**src/rtl/dna_pattern_matcher.sv**
```systemverilog
// Runtime-loadable nucleotide pattern detector. Accepts one-hot A/C/G/T strobes and
// reports matches, a saturating match count, an alarm and prefix progress for LEDs.
module dna_pattern_matcher #(
   parameter int                 LEN             = 4,
   parameter int                 CNT_W           = 8,
   parameter bit                 OVERLAP         = 1'b1,
   parameter logic [2*LEN-1:0]   DEFAULT_PATTERN = 8'h7A
) (
   input  logic                        i_w_clk,
   input  logic                        i_w_reset,
   input  logic                        i_w_A,
   input  logic                        i_w_G,
   input  logic                        i_w_C,
   input  logic                        i_w_T,
   input  logic                        i_w_load,
   input  logic [2*LEN-1:0]            i_w_pattern,
   input  logic                        i_w_sticky,
   output logic                        o_r_mutant,
   output logic                        o_r_match_pulse,
   output logic [CNT_W-1:0]            o_r_match_count,
   output logic [$clog2(LEN+1)-1:0]    o_r_progress,
   output logic                        o_r_error
);

   localparam int             PW   = $clog2(LEN+1);
   localparam int             HW   = 2*LEN;
   localparam logic [PW-1:0]  FULL = PW'(LEN);

   logic [HW-1:0] pattern_r, hist_r, hist_nxt;
   logic [PW-1:0] fill_r, fill_nxt, prog_calc;
   logic [3:0]    strobes;
   logic [1:0]    sym;
   logic          one_sym, multi, match, ok;

   assign strobes = {i_w_T, i_w_G, i_w_C, i_w_A};
   assign one_sym = $onehot(strobes);
   assign multi   = (|strobes) && !one_sym;

   always_comb begin
      sym = 2'b00;
      case (strobes)
         4'b0010: sym = 2'b01;
         4'b0100: sym = 2'b10;
         4'b1000: sym = 2'b11;
         default: sym = 2'b00;
      endcase
   end

   // Newest symbol enters at the top; the oldest sits in [1:0] so a full
   // history lines up directly against the pattern register.
   assign hist_nxt = {sym, hist_r[HW-1:2]};
   assign fill_nxt = (fill_r == FULL) ? FULL : fill_r + PW'(1);
   assign match    = (fill_nxt == FULL) && (hist_nxt == pattern_r);

   // Longest proper prefix of the pattern that ends the history (KMP border
   // once a full match is present, since k stops at LEN-1).
   always_comb begin
      prog_calc = '0;
      ok        = 1'b0;
      for (int k = 1; k < LEN; k++) begin
         ok = (PW'(k) <= fill_nxt);
         for (int j = 0; j < k; j++)
            if (hist_nxt[2*(LEN-k+j) +: 2] != pattern_r[2*j +: 2]) ok = 1'b0;
         if (ok) prog_calc = PW'(k);
      end
   end

   always_ff @(posedge i_w_clk or posedge i_w_reset) begin
      if (i_w_reset) begin
         pattern_r       <= DEFAULT_PATTERN;
         hist_r          <= '0;
         fill_r          <= '0;
         o_r_mutant      <= 1'b0;
         o_r_match_pulse <= 1'b0;
         o_r_match_count <= '0;
         o_r_progress    <= '0;
         o_r_error       <= 1'b0;
      end else if (i_w_load) begin
         pattern_r       <= i_w_pattern;
         hist_r          <= '0;
         fill_r          <= '0;
         o_r_mutant      <= 1'b0;
         o_r_match_pulse <= 1'b0;
         o_r_match_count <= '0;
         o_r_progress    <= '0;
         o_r_error       <= 1'b0;
      end else begin
         o_r_match_pulse <= 1'b0;
         o_r_error       <= 1'b0;
         // Pulse-mode alarm follows the match pulse; sticky mode only ever sets.
         if (!i_w_sticky) o_r_mutant <= 1'b0;
         if (multi) begin
            hist_r       <= '0;
            fill_r       <= '0;
            o_r_progress <= '0;
            o_r_error    <= 1'b1;
         end else if (one_sym) begin
            o_r_match_pulse <= match;
            if (match) begin
               o_r_mutant <= 1'b1;
               if (o_r_match_count != '1) o_r_match_count <= o_r_match_count + CNT_W'(1);
            end
            if (match && !OVERLAP) begin
               hist_r       <= '0;
               fill_r       <= '0;
               o_r_progress <= '0;
            end else begin
               hist_r       <= hist_nxt;
               fill_r       <= fill_nxt;
               o_r_progress <= prog_calc;
            end
         end
      end
   end

endmodule

```
**config.mk**
```make
export PLATFORM = sky130hd
export DESIGN_NAME = dna_pattern_matcher
export DESIGN_NICKNAME = d
export VERILOG_FILES = /design/src/rtl/dna_pattern_matcher.sv
export SDC_FILE = /design/constraint.sdc
export NUM_CORES = 1
export LEC_CHECK = 0
export CORE_UTILIZATION = 28
export DETAILED_ROUTE_END_ITERATION = 7
export MAX_ROUTING_LAYER = met4
export SYNTH_ARGS = -nofsm -noshare
export SYNTH_HDL_FRONTEND = slang
export SYNTH_SLANG_ARGS = --single-unit
```
**constraint.sdc**
```tcl
create_clock -name i_w_clk -period 3.9 [get_ports i_w_clk]
set_clock_uncertainty 0.15 [all_clocks]
set_input_delay 0.39 -clock i_w_clk [delete_from_list [all_inputs] [get_ports i_w_clk]]
set_output_delay 0.39 -clock i_w_clk [all_outputs]
set_load 0.1 [all_outputs]
```
==> impl_metrics.ini, run 1 <==
[clock_tree]
h-tree-depth = 2
cts.path.max_buffers = 2
clkTransAtPathRegs_ns = 0.07
worstSkewPairLatency_ns = 0.28
cts_tree = yes
cts_root_buf = clkbuf_8
cts_setup_buffers = 0
ctsHoldBuffers = 0
post_cts_resized = 0
cts.sinks = 30
cts_buffers = 5

[synth]
ys_seq_area_share_pct = 39.6
synthMuxAreaShare_pct = 5.30
async_flop_share_pct = 100
synth_seq_cells = 30
ys_warn_count = 0
synth_top_area_share_pct = 32.7
synth_area_leaders = dfrtp_1 (33%), dfstp_2 (6.9%), xnor2_1 (5.5%), mux2_2 (5.3%), ha_1 (3.9%)
synth.most_common_cell = dfrtp_1
synth_compound_area_share_pct = 14.5
synth.net_count = 221
syn_area_sq_um = 1910
synth_top_family_by_area = simple AND/OR/NAND/NOR gates
synthXorXnorAreaFrac_pct = 7.33
synth-adder-area-share_pct = 4.98
synth_simple_gate_area_share_pct = 21.3
yosysUniqueCellTypes = 48
yosys-top-cells-count = dfrtp_1 (25), inv_1 (13), a21oi_1 (12), xnor2_1 (12), nand2_1 (10)
syn_inst = 198
synth_edf_count = 0
syn_area_per_cell_sq_um = 9.65
synth_top_cell_by_area = dfrtp_1
synth_ff_type = dfrtp_1

[floorplan]
std_cell_rows = 29
ios = 30
die_x_microns = 84.6
start_util_pct = 29.6
coreArea_sq_um = 6460
dieArea_sq_um = 7160
die_h_microns = 84.6

[critical_path]
end_kind = register
ff2ff_setup_slack_ns = 1.14
r2r_end = o_r_match_count[6]
cp.arrival_ns = 3.67
required_ns = 3.96
worstSetupPathType = primary input to register
rr_startpoint = fill_r[0]
start_kind = primary input
worst_r2r_path_depth = 6
worstPathMaxFanout = 10

[sta]
period_needed_ns = 3.61
relSlewSlack_pct = 26.7
setup_viol = 0
timing.final.crit_share_pct = 92.5
slew_viol_final = 0
grt_setup_unrepaired = false
worst_slew_pin_slew_ns = 1.09
finalSetupTns_ns = 0
hold_viol_final = 0
fmax_mhz = 277

[routing]
drc = 0
drt_iter0_drc = 78
via_count = 1573
dr.pass1.iters = 6
wl_per_cell_microns = 14.2
antenna_left = 0
wirelength_microns = 4390
detail_route.vias_per_cell = 5.09

[place]
dp_cells = 301
routabilityCongestion = 0.801
placed_cell_area_sq_um = 2310
io_buffers = 28
dp_hpwl_microns = 3230

[global_routing]
grt_overflow = 0
grt_max_degree = 30
grt_pass1_wl_microns = 7580
track_usage_pct = 13.7
grt_pass1_vias = 1557
antenna_found_initial = 0

[finish]
nets = 254
drive_above_1_share_pct = 18.1
stdcell_count = 309
num_antenna_cells = 0
layout-area-overhead-vs-synth_pct = 25.8
final_area_sq_um = 2400
final.fill_count = 660

[hold_path]
hold_depth = 1
hold_path_end = o_r_progress[0]
hold_path.startpoint = o_r_progress[0]
min_path_type = register to register

[pwr]
leakagePower_nw = 0.971
ir_drop_v = 0.000137
powerDensity_nw_per_um2 = 313
total_power_w = 0.000753

[outcome]
outcome = finished, final reports clean

[flow_run]
cap_violations = 0
[worst max-delay path: stages]
cell and delay, ns:
clkdlybuf4s50_1 0.50, inv_1 0.09, fa_1 0.54, inv_1 0.05, ha_1 0.17, ha_1 0.28
or3b_2 0.49, nor3_2 0.21, nand4_1 0.10, buf_4 0.19, or4_1 0.50, a21oi_1 0.15
[per-stage QoR]
step	setup slack, ns	hold slack, ns	utilization (%)
after floorplan	0.258	0.327	-
after global placement	0.0915	0.339	35.8
after detailed placement	0.0203	0.344	35.8
after CTS	0.296	0.363	37.2
after global routing	0.0845	0.396	37.2
final	0.291	0.361	37.2
[registers in the layout, summed over array words and instances, names as in the netlist]
register,cells
fill_r,3
hist_r,6
o_r_error,1
o_r_match_count,8
o_r_match_pulse,1
o_r_mutant,1
o_r_progress,2
pattern_r,8
[metal layers]
layer,routed length (microns),vias to the layer above,share of wire [%],GRT usage [%]
met1,2230,748,51,18.9
met2,1940,36,44,19.8
met4,76,0,1.7,4.93
met5,0,-,0,-
met3,155,6,3.5,2.75
li1,-,783,-,-
[placed cells by master, fill, tap and decap left out, types with 2 or more instances in the layout]
cell,count
xor2_1,4
xnor2_1,12
and3_1,2
nor3_1,4
or2_2,2
clkdlybuf4s50_1,28
nand3_1,6
nand4_1,4
or4_1,7
dfstp_2,5
inv_1,13
a311oi_1,2
dfrtp_1,25
clkbuf_8,6
nand3b_1,2
mux2_2,9
or3b_2,3
nor3b_1,2
a22o_1,6
nor2_1,6
nand2_1,10
buf_4,14
a2111oi_0,2
or3_1,5
nor4b_1,2
o21ai_0,6
a21oi_1,12
nor2b_1,3
nand4b_1,2
ha_1,6
o31ai_1,5
[cell families after synthesis]
| kind of cell | after synthesis |
|---|---|
| buffers and inverters | 29 |
| multiplexers | 9 |
| AND/OR/NAND/NOR | 66 |
| adder cells (fa/ha/maj) | 7 |
| XOR/XNOR | 16 |
| AO/OA/AOI/OAI | 40 |
| other | 1 |
| flip-flops | 30 |
[worst max-delay path by stage]
stage / startpoint / end / slack [ns] / cells after the start
floorplan: i_w_A / o_r_match_count[3] / 0.26 / 12
global placement: i_w_A / o_r_match_count[6] / 0.09 / 12
detailed placement: i_w_A / o_r_match_count[6] / 0.02 / 12
CTS: i_w_A / o_r_match_count[6] / 0.30 / 12
global route: i_w_A / o_r_match_count[6] / 0.08 / 12
finish: i_w_A / o_r_match_count[6] / 0.29 / 12
[power by group]
group	internal (W)	leakage [nW]	switching, W	total (W)
sequential	0.000327	0.393	0.0000182	0.000346
combinational	0.0000647	0.530	0.0000792	0.000144
clock	0.000142	0.0482	0.000121	0.000263
total	0.000535	0.971	0.000218	0.000753
[layout make-up]
class | count | area, sq um | area share, %
Clock inverter | 1 | 5.00 | 0.208
Clock buffer | 7 | 86.3 | 3.59
Timing Repair Buffer | 42 | 385 | 16.0
Inverter | 13 | 48.8 | 2.03
Sequential cell | 30 | 757 | 31.5
Multi-Input combinational cell | 139 | 1020 | 42.6
Tap cell | 77 | 96.3 | 4.01
Power figures use the tool's default switching activity.
==> run 2: changes to the inputs <==
--- a/config.mk
+++ b/config.mk
@@ -5,9 +5,10 @@
 export SDC_FILE = /design/constraint.sdc
 export NUM_CORES = 1
 export LEC_CHECK = 0
-export CORE_UTILIZATION = 28
+export CORE_UTILIZATION = 58
 export DETAILED_ROUTE_END_ITERATION = 7
 export MAX_ROUTING_LAYER = met4
+export PLACE_DENSITY = 0.85
 export SYNTH_ARGS = -nofsm -noshare
 export SYNTH_HDL_FRONTEND = slang
 export SYNTH_SLANG_ARGS = --single-unit
==> impl_metrics.ini, run 2 (synthesized netlist as in run 1, its figures left out) <==
[outcome]
outcome = finished, final reports clean

[routing]
drt_iter0_drc = 82
antenna_left = 0
drc = 0
via_count = 1666
dr.pass1.iters = 4
detail_route.vias_per_cell = 6.10
wirelength_microns = 4480
wl_per_cell_microns = 16.4

[critical_path]
cp.arrival_ns = 3.71
worstSetupPathType = primary input to register
worstPathMaxFanout = 8
start_kind = primary input
worst_r2r_path_depth = 6
required_ns = 4.00
end_kind = register

[hold_path]
min_path_type = register to register
hold_depth = 1

[finish]
final_area_sq_um = 2310
reg.largest.list = o_r_match_count x8, pattern_r x8, hist_r x6
final.fill_count = 233
stdcell_count = 273
num_antenna_cells = 0
mostFrequentLayoutCell = clkdlybuf4s50_1
layout-area-overhead-vs-synth_pct = 20.8
layout_common_cells = clkdlybuf4s50_1 (28), dfrtp_1 (25), inv_1 (13)
drive_above_1_share_pct = 17.0
multi_input_area_sq_um = 1020
regArea_sq_um = 757
nets = 251

[clock_tree]
cts_tree = yes
h-tree-depth = 2
cts.path.max_buffers = 2
cts_root_buf = clkbuf_4
clkTransAtPathRegs_ns = 0.09
worstSkewPairLatency_ns = 0.33
cts_buffers = 5
cts_setup_buffers = 0
cts.sinks = 30
ctsHoldBuffers = 0
post_cts_resized = 0

[floorplan]
std_cell_rows = 20
ios = 30
die_x_microns = 59.4
dieArea_sq_um = 3530
coreArea_sq_um = 3080
start_util_pct = 62.1
die_h_microns = 59.4

[global_routing]
grt_overflow = 0
track_usage_pct = 29.4
grt_pass1_wl_microns = 7380
grt_max_degree = 31
antenna_found_initial = 0
grt_pass1_vias = 1610

[sta]
period_needed_ns = 3.60
relSlewSlack_pct = 19.7
hold_viol_final = 0
grt_setup_unrepaired = false
setup_viol = 0
slew_viol_final = 0
worst_slew_pin_slew_ns = 1.19
fin_hold_ws_ns = 0.344
finalSetupTns_ns = 0
fmax_mhz = 277
timing.final.crit_share_pct = 92.4

[place]
dp_hpwl_microns = 3320
dp_cells = 265
routabilityCongestion = 0.876
placed_cell_area_sq_um = 2250
io_buffers = 28

[pwr]
total_power_w = 0.000687
leakagePower_nw = 0.943
ir_drop_v = 0.000229
powerDensity_nw_per_um2 = 298

[flow_run]
cap_violations = 0
## run 2: cell count changes in the layout (fill, tap and decap cells not counted), sizes merged
cell  delta
buf      -3
## run 2: routing by layer
layer | global-route usage (%) | up-vias | wire, microns
met5 | - | - | 0
met4 | 13.3 | 0 | 98
met3 | 6.55 | 11 | 243
met2 | 47.4 | 61 | 2220
met1 | 35.1 | 814 | 1920
li1 | - | 780 | -
## run 2: final cells by class
class	count	share of cell area (%)
multi-input combinational	139	44.4
sequential	30	32.8
timing repair buffer	39	15.7
clock buffer	7	2.38
tap	44	2.38
inverter	13	2.11
clock inverter	1	0.217
## run 2: critical path, stage by stage
cell and delay (ns):
clkdlybuf4s50_1 0.47, inv_1 0.07, fa_1 0.53, inv_1 0.04, ha_1 0.17, ha_1 0.29
or3b_2 0.50, nor3_2 0.22, nand4_1 0.26, buf_4 0.25, or3_1 0.35, a21oi_1 0.17
## run 2: through the flow
| stage | util [%] | setup WS, ns |
|---|---|---|
| after global routing | 75.0 | 0.180 |
| after detailed placement | 73.0 | -0.0191 |
| after floorplan | - | 0.258 |
| final | 75.0 | 0.296 |
| after global placement | 73.0 | 0.0926 |
| after CTS | 75.0 | 0.313 |
## run 2: final timing paths
check,end,slack [ns],start
worst max-delay path,o_r_match_count[0],0.30,i_w_A
worst min-delay path,o_r_progress[0],0.34,o_r_progress[0]
worst max register to register,o_r_match_count[6],1.09,fill_r[0]
worst min register to register,o_r_progress[0],0.34,o_r_progress[0]
max in group asynchronous,fill_r[1],2.39,i_w_reset
min in group asynchronous,o_r_match_count[2],0.51,i_w_reset
## run 2: power breakdown
part           switching [W]  total, W  internal, W  leakage, nW
registers          0.0000190  0.000346     0.000327        0.393
logic              0.0000815  0.000145    0.0000636        0.515
clock network       0.000109  0.000196    0.0000872       0.0353
